## src/rtl/valve_cmd_tx_pkg.sv

```systemverilog
// Shared fiber command definitions: frame constants, cmd bit layout, cmd builder.
// Latency: n/a (types, constants and a pure function only).
// Backpressure: n/a. The unit-side receiver imports the same package.
package valve_cmd_tx_pkg;

    localparam int         FRAME_BITS  = 18;      // start + 8 cmd + 8 chk + stop
    localparam logic [2:0] CMD_MARKER  = 3'b101;  // fixed pattern in cmd[7:5]

    localparam int CMD_RUN     = 0;
    localparam int CMD_IGBT_LO = 1;
    localparam int CMD_BYP     = 3;
    localparam int CMD_RST     = 4;

    typedef enum logic [1:0] {
        ST_IDLE,
        ST_LOAD,
        ST_SHIFT,
        ST_STOP
    } tx_state_e;

    function automatic logic [7:0] build_cmd(input logic       run,
                                             input logic [1:0] igbt,
                                             input logic       byp,
                                             input logic       rst);
        logic [7:0] c;
        c                    = '0;
        c[CMD_RUN]           = run;
        c[CMD_IGBT_LO +: 2]  = igbt;
        c[CMD_BYP]           = byp;
        c[CMD_RST]           = rst;
        c[7:5]               = CMD_MARKER;
        return c;
    endfunction

endpackage

```

## src/rtl/valve_cmd_tx_bit_timer.sv

```systemverilog
// Bit-period down-counter producing one bit_end strobe every CLKS_PER_BIT running cycles.
// Latency: restart_i reloads the count; first bit_end comes CLKS_PER_BIT run cycles later.
// Backpressure: none; counts only while run_i is high.
// Ports: clk, rst (async, active high), restart_i (reload), run_i (count enable),
//        bit_end_o (last cycle of the current bit).
module fiber_bit_timer #(
    parameter int CLKS_PER_BIT = 8
) (
    input  logic clk,
    input  logic rst,
    input  logic restart_i,
    input  logic run_i,
    output logic bit_end_o
);

    localparam logic [7:0] RELOAD = 8'(CLKS_PER_BIT - 1);

    logic [7:0] cnt_q;

    always_ff @(posedge clk or posedge rst) begin
        if (rst) begin
            cnt_q <= RELOAD;
        end else if (restart_i || (run_i && cnt_q == 8'd0)) begin
            cnt_q <= RELOAD;
        end else if (run_i) begin
            cnt_q <= cnt_q - 8'd1;
        end
    end

    assign bit_end_o = run_i && (cnt_q == 8'd0);

endmodule

```

## src/rtl/valve_cmd_tx.sv

```systemverilog
// Valve-side fiber command transmitter: periodic snapshot of the command set sent as an NRZ frame.
// Latency: start bit leaves 2 clk after a frame request is raised; frame lasts 18*CLKS_PER_BIT clk.
// Backpressure: none; a request raised while busy is held (one deep) and sent right after the frame.
// Ports: clk, rst (async, active high), time_1us (1 us strobe), tx_en, start_stop, igbt_control[1:0],
//        bypcon, reset_req (pulse) -> busy, frame_sent (pulse after stop bit), COMM_T (idle-high line).
module valve_cmd_tx #(
    parameter int CLKS_PER_BIT    = 8,
    parameter int FRAME_PERIOD_US = 10,
    parameter int RESET_FRAMES    = 3
) (
    input  logic       clk,
    input  logic       rst,
    input  logic       time_1us,
    input  logic       tx_en,
    input  logic       start_stop,
    input  logic [1:0] igbt_control,
    input  logic       bypcon,
    input  logic       reset_req,
    output logic       busy,
    output logic       frame_sent,
    output logic       COMM_T
);

    import valve_cmd_tx_pkg::*;

    localparam logic [4:0] LAST_BIT = 5'(FRAME_BITS - 2);  // start bit + 16 payload bits

    tx_state_e   state_q;
    logic [7:0]  per_cnt_q;
    logic        pend_q;
    logic [7:0]  stretch_q;
    logic [4:0]  bit_cnt_q;
    logic [15:0] sreg_q;
    logic        comm_q;
    logic        busy_q;
    logic        sent_q;

    logic        load;
    logic        period_hit;
    logic        bit_end;
    logic        rst_flag_d;
    logic [7:0]  cmd_d;

    assign load       = (state_q == ST_LOAD);
    assign period_hit = tx_en && time_1us && (per_cnt_q == 8'(FRAME_PERIOD_US - 1));
    // A reset_req landing on the LOAD cycle itself still flags this frame.
    assign rst_flag_d = reset_req || (stretch_q != 8'd0);
    assign cmd_d      = build_cmd(start_stop, igbt_control, bypcon, rst_flag_d);

    fiber_bit_timer #(
        .CLKS_PER_BIT(CLKS_PER_BIT)
    ) u_bit_timer (
        .clk       (clk),
        .rst       (rst),
        .restart_i (load),
        .run_i     (state_q == ST_SHIFT || state_q == ST_STOP),
        .bit_end_o (bit_end)
    );

    // Frame cadence; a new request arriving in the LOAD cycle is kept, not lost.
    always_ff @(posedge clk or posedge rst) begin
        if (rst) begin
            per_cnt_q <= '0;
            pend_q    <= 1'b0;
        end else if (!tx_en) begin
            per_cnt_q <= '0;
            pend_q    <= 1'b0;
        end else begin
            if (time_1us) begin
                per_cnt_q <= period_hit ? 8'd0 : per_cnt_q + 8'd1;
            end
            if (period_hit) begin
                pend_q <= 1'b1;
            end else if (load) begin
                pend_q <= 1'b0;
            end
        end
    end

    // Reset stretch: a reload coincident with LOAD counts the current frame as the first one.
    always_ff @(posedge clk or posedge rst) begin
        if (rst) begin
            stretch_q <= '0;
        end else if (reset_req) begin
            stretch_q <= load ? 8'(RESET_FRAMES - 1) : 8'(RESET_FRAMES);
        end else if (load && stretch_q != 8'd0) begin
            stretch_q <= stretch_q - 8'd1;
        end
    end

    always_ff @(posedge clk or posedge rst) begin
        if (rst) begin
            state_q   <= ST_IDLE;
            bit_cnt_q <= '0;
            sreg_q    <= '0;
            comm_q    <= 1'b1;
            busy_q    <= 1'b0;
            sent_q    <= 1'b0;
        end else begin
            sent_q <= 1'b0;
            case (state_q)
                ST_IDLE: begin
                    if (pend_q) begin
                        state_q <= ST_LOAD;
                        busy_q  <= 1'b1;
                    end
                end
                ST_LOAD: begin
                    sreg_q    <= {~cmd_d, cmd_d};
                    comm_q    <= 1'b0;  // start bit
                    bit_cnt_q <= '0;
                    state_q   <= ST_SHIFT;
                end
                ST_SHIFT: begin
                    if (bit_end) begin
                        if (bit_cnt_q == LAST_BIT) begin
                            comm_q  <= 1'b1;  // stop bit
                            state_q <= ST_STOP;
                        end else begin
                            comm_q    <= sreg_q[0];
                            sreg_q    <= sreg_q >> 1;
                            bit_cnt_q <= bit_cnt_q + 5'd1;
                        end
                    end
                end
                ST_STOP: begin
                    if (bit_end) begin
                        state_q <= ST_IDLE;
                        busy_q  <= 1'b0;
                        sent_q  <= 1'b1;
                    end
                end
                default: state_q <= ST_IDLE;
            endcase
        end
    end

    assign busy       = busy_q;
    assign frame_sent = sent_q;
    assign COMM_T     = comm_q;

endmodule

```

## config.mk

```make
export PLATFORM = sky130hd
export DESIGN_NAME = valve_cmd_tx
export DESIGN_NICKNAME = d
export VERILOG_FILES = /design/src/rtl/valve_cmd_tx_pkg.sv /design/src/rtl/valve_cmd_tx_bit_timer.sv /design/src/rtl/valve_cmd_tx.sv
export SDC_FILE = /design/constraint.sdc
export NUM_CORES = 1
export LEC_CHECK = 0
export CAP_MARGIN = 25
export CELL_PAD_IN_SITES_DETAIL_PLACEMENT = 1
export CELL_PAD_IN_SITES_GLOBAL_PLACEMENT = 2
export CORE_AREA = 5 5 91 93
export CTS_CLUSTER_SIZE = 10
export DETAILED_ROUTE_END_ITERATION = 6
export DIE_AREA = 0 0 96 98
export GPL_TIMING_DRIVEN = 0
export PLACE_DENSITY = 0.75
export SETUP_SLACK_MARGIN = 0.1
export SYNTH_ARGS = -nofsm -noshare
export SYNTH_HDL_FRONTEND = slang
export SYNTH_HIERARCHICAL = 1
export SYNTH_SLANG_ARGS = --single-unit
export TNS_END_PERCENT = 5
```

## constraint.sdc

```tcl
create_clock -name clk -period 3.7 [get_ports clk]
set_clock_uncertainty 0.2 [all_clocks]
set_input_delay 1.11 -clock clk [delete_from_list [all_inputs] [get_ports clk]]
set_output_delay 1.11 -clock clk [all_outputs]
set_load 0.01 [all_outputs]
```

==> run summary, run 1 <==
===========================================================================================
Postcts setup bufs ...........................................................            0
Most frequent cell on the critical path ......................................        buf_2
Arr. time, crit path .........................................................      3.12 ns
Net count after synthesis ....................................................          299
Flops & latches, synth .......................................................           50
Status ....................................................................... complete, no violations
Worst-case headroom to the max-slew limit ....................................        62.3%
First-pass GRT wire length ...................................................      9840 µm
Count of standard-cell rows ..................................................           32
Layout Area Growth over Synthesis ............................................        13.4%
HPWL reported at the end of detailed placement ...............................      4220 µm
Number of buffers inserted during clock tree synthesis .......................            5
Number of flops mapped to enable cells by yosys ..............................            0
Power share of the combinational group .......................................        33.2%
Simple-Gate Fraction of Synth Area ...........................................        21.3%
Maximum Capacitance Violations ...............................................            0
Fraction of the cycle the final worst path needs .............................        85.0%
Placer Congestion ............................................................        0.751
CP max stage cell ............................................................      or4bb_1
CTS tree .....................................................................          yes
Startpoint Class .............................................................     register
Top achievable clock speed ...................................................      318 MHz
Clock power share ............................................................        22.0%
Total power after layout .....................................................    0.00164 W
Critical path peak fanout ....................................................           10
Area share of xor/xnor cells in the synthesized design .......................        3.00%
Synth warnings ...............................................................            6
Most used DFF post-synth .....................................................      dfrtp_1
Sequential group share of total power ........................................        44.9%
Post-route standard cell area excluding fillers ..............................  0.00298 mm²
Total die area ...............................................................  0.00941 mm²
Number of distinct library cells after synthesis .............................           53
Placed cell area .............................................................  0.00288 mm²
Post-cts gate resize count ...................................................            0
Peak supply drop .............................................................     0.184 mV
Number of port buffers .......................................................           10
HP Class .....................................................................   reg -> reg
Ports ........................................................................           12
Remaining antenna violation count ............................................            0
Initial antenna violation count ..............................................            0
Maximum buffer depth of the clock tree .......................................            2
Antenna cell count ...........................................................            0
Power Internal ...............................................................    0.00105 W
Final net count ..............................................................          317
Combinational family with the most area after synthesis ...................... simple AND/OR/NAND/NOR gates
Via-per-instance ratio .......................................................         5.12
Fraction of final layout cells with drive strength greater than 1 ............        10.4%
Share of synthesized flip-flops with an asynchronous set or reset ............         100%
Power per cell area ..........................................................   550 mW/mm²
Cell type with the highest aggregate area in the netlist .....................      dfrtp_1
Cell count after synthesis ...................................................          278
Worst skew pair latency ......................................................      0.30 ns
RSZ-0062 raised after global routing .........................................        false
Clock tree sinks .............................................................           50
Number of slew-limit violations in the final report ..........................            0
Post-Synthesis Mean Instance Area ............................................     9.47 µm²
Via count of the first global-routing pass ...................................         2076
Number of design-rule violations left by the first detailed-router iteration .           74
Endpoints failing setup ......................................................            0
Overall fraction of global-route tracks in use ...............................        12.8%
Detailed-route wire length per cell ..........................................      14.2 µm
Area fraction of the dominant cell type after synthesis ......................        43.7%
Count of hold buffers inserted by post-cts repair ............................            0
Synthesized area .............................................................  0.00263 mm²
Maximum number of pins on one net before global-route repair .................           25
Count of placed standard cells in the final layout, fillers left out .........          399
Drt drc ......................................................................            0
Largest stage delay on the critical path .....................................      0.47 ns
Leak Pwr .....................................................................      1.30 nW
Chain of cells forming the critical path ..................................... inv_1, ha_1, buf_2, or2_2, or4bb_1, nor2_1, nand2_1, o21ai_0, buf_2, buf_2, a31oi_1
Core box area ................................................................  0.00745 mm²
Adder-cell share of the synthesized area .....................................        5.71%
Root buf cell ................................................................     clkbuf_8
Fill cell count ..............................................................          882
Final Hold Fails .............................................................            0
Sequential share of the synthesized area .....................................        47.7%
Net switching power figure ...................................................   0.000588 W
Crit path time final .........................................................      3.14 ns
Switch share .................................................................        35.8%
Initial Utilization ..........................................................        35.3%
Routed vias ..................................................................         2042
Register clock-pin slew on the reported worst setup and hold paths ...........      0.10 ns
Floorplan die height .........................................................        98 µm
Largest cells by area after synthesis ........................................ dfrtp_1, ha_1, nand2_1, dfstp_2, nor2_1
Initial DRT Pass Iterations ..................................................            4
Overall die width ............................................................        96 µm
Sum of negative setup slack ..................................................         0 ns
Routed Wire Length ...........................................................      5650 µm
Slew at the pin closest to its max-slew limit ................................     0.559 ns
Dpl cells ....................................................................          391
Capturing element type of the critical path ..................................     register
Minimum hold slack ...........................................................     0.287 ns
Mux cell area share after synthesis ..........................................        3.09%
Worst path required time .....................................................      3.68 ns
# H-tree levels ..............................................................            2
Startpoint-to-endpoint class of the critical path ............................   reg -> reg
Overall overflow remaining after global route ................................            0
Post-synthesis compound-gate area fraction ...................................        14.7%
===========================================================================================
-- metal layers --
layer  track usage, %  share of wire [%]
met1             17.8                 49
met2             20.7                 48
met3             2.47                2.0
met4             2.95                1.0
met5                0                  0
-- stage by stage --
step | setup WS [ns] | utilization (%)
detailed placement | 0.505 | 38.7
global route | 0.274 | 40.1
finish | 0.556 | 40.1
CTS | 0.482 | 40.1
floorplan | 1.10 | -
global placement | 0.358 | 38.4
-- worst max-delay path: cells and delay by family (launching register included) --
family                     cells  cell delay, ns
DFF                            1            0.43
and+or+nand+nor                4            1.09
buffers and inverters          4            0.83
AOI/OAI and AO/OA              2            0.31
adders and majority gates      1            0.16
-- layout by cell type, fill, tap and decap left out, drive strengths merged, types with 2 or more instances in the layout --
master / synthesis / layout
nor2b: 4 / 4
inv: 20 / 20
ha: 12 / 12
o22ai: 2 / 2
and2: 4 / 4
a21oi: 19 / 19
a31oi: 6 / 6
a211oi: 2 / 2
dfstp: 4 / 4
clkbuf: 3 / 10
o21ba: 2 / 2
nand4: 6 / 6
nand2b: 3 / 3
clkdlybuf4s50: 0 / 10
nand3: 7 / 7
or3: 4 / 4
buf: 6 / 7
o21ai: 16 / 16
mux2i: 7 / 7
nand2: 31 / 31
o31ai: 2 / 2
dfrtp: 46 / 46
nor3: 7 / 7
nor2: 28 / 28
xor2: 8 / 8
or4: 4 / 4
o211ai: 2 / 2
-- registers in the layout, indices dropped and copies added (netlist names) --
register	flops
sreg_q	15
state_q	2
pend_q	1
per_cnt_q	8
COMM_T	1
stretch_q	8
u_bit_timer/cnt_q	8
busy	1
frame_sent	1
bit_cnt_q	5
-- synth_stat cells (2+ instances only) --
| cell | n |
|---|---|
| nand3_1 | 7 |
| o31ai_1 | 2 |
| xor2_1 | 8 |
| a31oi_1 | 6 |
| or3_2 | 2 |
| dfrtp_1 | 46 |
| dfstp_2 | 4 |
| nand2b_1 | 3 |
| ha_1 | 12 |
| clkbuf_2 | 2 |
| nand2_1 | 31 |
| o22ai_1 | 2 |
| or4_1 | 3 |
| o21ba_2 | 2 |
| nor3_1 | 7 |
| mux2i_1 | 7 |
| nand4_1 | 6 |
| buf_2 | 4 |
| or3_1 | 2 |
| a21oi_1 | 19 |
| o211ai_1 | 2 |
| buf_1 | 2 |
| nor2_1 | 28 |
| a211oi_1 | 2 |
| and2_1 | 4 |
| o21ai_0 | 16 |
| inv_1 | 20 |
| nor2b_1 | 4 |
-- final cells by class --
type | count | area, µm² | area share [%]
Inverter | 20 | 75.1 | 2.52
Timing Repair Buffer | 11 | 120 | 4.03
Tap cell | 102 | 128 | 4.28
Sequential cell | 50 | 1260 | 42.1
Clock inverter | 1 | 8.76 | 0.294
Clock buffer | 7 | 96.3 | 3.23
Buffer | 9 | 41.3 | 1.38
Multi-Input combinational cell | 199 | 1260 | 42.2
-- power by group through the flow --
stage	clock network (W)	logic, W	registers (W)
6_report	0.000361	0.000545	0.000737
5_1_grt	0.000400	0.000623	0.000754
4_1_cts	0.000379	0.000556	0.000738
3_5_place_dp	0	0.000552	0.000748
3_3_place_gp	0	0.000537	0.000746
2_1_floorplan	0	0.000426	0.000726
-- cell families after synthesis --
| group | Yosys count |
|---|---|
| AND/OR/NAND/NOR | 108 |
| AO/OA/AOI/OAI | 62 |
| flip-flops | 50 |
| buffers and inverters | 29 |
| adder cells (fa/ha/maj) | 12 |
| XOR/XNOR | 9 |
| multiplexers | 8 |
-- worst paths after layout --
check,depth (start not counted),from,endpoint,slack (ns)
max,11,state_q[0],sreg_q[12],0.56
min,2,sreg_q[7],sreg_q[6],0.29
max reg2reg,11,state_q[0],sreg_q[12],0.56
min reg2reg,2,sreg_q[7],sreg_q[6],0.29
max in group asynchronous,3,rst,COMM_T,1.80
min in group asynchronous,2,rst,u_bit_timer/cnt_q[6],0.90
(Power assumes the default switching activity.)
==> run 2: changes to the inputs <==
Clock period 3.7 ns to 3 ns, I/O delays scaled along.
==> run 2 against run 1 <==
Design area up 1.7%. Final cell count up 1.0%. First-iteration DRC count up 12%. Power up 27%. Hold slack about the same. Setup slack worse by 0.30 ns. Critical path depth down 2. Critical path type unchanged. Largest cell class unchanged. Largest power group unchanged. Highest routed layer unchanged.
==> run summary, run 2 (synthesized netlist as in run 1, its figures left out) <==
===========================================================================================
Status ....................................................................... complete, no violations
Critical path peak fanout ....................................................           10
Leak Pwr .....................................................................      1.33 nW
Endpoints failing setup ......................................................            0
# H-tree levels ..............................................................            2
Routed Wire Length ...........................................................      5800 µm
Overall die width ............................................................        96 µm
Fraction of the cycle the final worst path needs .............................        91.6%
Fraction of final layout cells with drive strength greater than 1 ............        12.3%
Routed vias ..................................................................         2062
Number of instances on the worst hold path ...................................            2
Initial antenna violation count ..............................................            0
Count of placed standard cells in the final layout, fillers left out .........          403
Power per cell area ..........................................................   689 mW/mm²
Dpl cells ....................................................................          391
Final net count ..............................................................          321
RSZ-0062 raised after global routing .........................................         true
Via count of the first global-routing pass ...................................         2103
First-pass GRT wire length ...................................................      9980 µm
Clock tree sinks .............................................................           50
Startpoint Class .............................................................     register
Antenna cell count ...........................................................            0
Slew at the pin closest to its max-slew limit ................................     0.587 ns
Overall fraction of global-route tracks in use ...............................        13.0%
Hold Crit Endpoint ...........................................................    sreg_q[6]
Worst path required time .....................................................      3.00 ns
Worst-case headroom to the max-slew limit ....................................        60.8%
Startpoint-to-endpoint class of the critical path ............................   reg -> reg
Drt drc ......................................................................            0
Count of hold buffers inserted by post-cts repair ............................            0
Via-per-instance ratio .......................................................         5.12
Peak supply drop .............................................................     0.227 mV
Crit path time final .........................................................      2.75 ns
Root buf cell ................................................................     clkbuf_8
Core box area ................................................................  0.00745 mm²
Fill cell count ..............................................................          887
Largest register FFs .........................................................           15
Detailed-route wire length per cell ..........................................      14.4 µm
Worst skew pair latency ......................................................      0.30 ns
Top achievable clock speed ...................................................      364 MHz
Register clock-pin slew on the reported worst setup and hold paths ...........      0.10 ns
Arr. time, crit path .........................................................      2.75 ns
Number of buffers inserted during clock tree synthesis .......................            5
Remaining antenna violation count ............................................            0
Post-route standard cell area excluding fillers ..............................  0.00304 mm²
Ports ........................................................................           12
Total die area ...............................................................  0.00941 mm²
Most frequent standard cell in the layout excluding fill and tap cells .......      dfrtp_1
Floorplan die height .........................................................        98 µm
Reg2Reg Depth ................................................................            9
Capturing element type of the critical path ..................................     register
Final Hold Fails .............................................................            0
Maximum number of pins on one net before global-route repair .................           25
Register name with the most flops ............................................       sreg_q
Number of port buffers .......................................................           10
HP Class .....................................................................   reg -> reg
Number of design-rule violations left by the first detailed-router iteration .           83
Maximum buffer depth of the clock tree .......................................            2
HPWL reported at the end of detailed placement ...............................      4220 µm
Count of standard-cell rows ..................................................           32
Maximum Capacitance Violations ...............................................            0
Number of slew-limit violations in the final report ..........................            0
Placer Congestion ............................................................        0.751
Placed cell area .............................................................  0.00288 mm²
Sum of negative setup slack ..................................................         0 ns
Minimum hold slack ...........................................................     0.287 ns
Commonest cells after routing, fill and taps aside ........................... dfrtp_1, nand2_1, nor2_1
Initial Utilization ..........................................................        35.3%
CTS tree .....................................................................          yes
Endpoint of the most critical register-to-register path ......................    sreg_q[4]
Overall overflow remaining after global route ................................            0
Source of the worst register-to-register timing path .........................   state_q[0]
Initial DRT Pass Iterations ..................................................            4
Worst-case register-to-register setup slack ..................................      0.25 ns
Launch point of the worst hold path ..........................................    sreg_q[7]
Layout Area Growth over Synthesis ............................................        15.4%
===========================================================================================
run 2: final cells by class:
type                    count  area, µm²  area share, %
plain buffers               9       48.8           1.61
multi-input cells         199       1270           41.9
flip-flops and latches     50       1260           41.4
clock buffers               7       96.3           3.17
repair buffers             15        150           4.95
clock inverters             1       8.76          0.289
inverters                  20       75.1           2.47
well taps                 102        128           4.20
run 2: worst max-delay path by stage:
stage	startpoint	end	slack, ns
detailed placement	state_q[0]	sreg_q[12]	-0.20
global placement	state_q[0]	sreg_q[12]	-0.16
CTS	state_q[0]	sreg_q[12]	0.14
floorplan	state_q[0]	sreg_q[12]	0.40
global route	state_q[0]	sreg_q[4]	0.05
finish	state_q[0]	sreg_q[4]	0.25
run 2: what timing repair did:
item / CTS / global route
setup buffers: 0 / 4
resized for setup: 7 / 1
endpoints found under the setup margin: 14 / 11
run 2: stage by stage:
step / setup WS (ns) / utilization [%] / power, W
floorplan: 0.400 / - / 0.00142
global placement: -0.156 / 38.4 / 0.00158
detailed placement: -0.195 / 38.7 / 0.00160
CTS: 0.145 / 40.4 / 0.00209
global route: 0.0498 / 40.8 / 0.00226
finish: 0.252 / 40.8 / 0.00209
run 2: worst max-delay path, stage by stage, from the launching register on:
cell and delay (ns):
dfrtp_1 0.43, inv_1 0.10, ha_1 0.17, buf_4 0.18, or2_4 0.19, or4bb_4 0.50
nor2_4 0.14, and2_1 0.23, nand2_1 0.20, a32o_1 0.31
run 2: report_power, final:
part	leakage [nW]	internal, W	switching, W
sequential	0.620	0.000812	0.0000981
clock	0.0544	0.000212	0.000233
combinational	0.653	0.000326	0.000412
run 2: routing by layer:
layer | vias up | global-route usage [%] | routed length, µm
li1 | 1020 | - | -
met1 | 1019 | 17.9 | 2840
met2 | 17 | 21.1 | 2780
met3 | 6 | 2.47 | 121
met4 | 0 | 2.95 | 57
met5 | - | 0 | 0
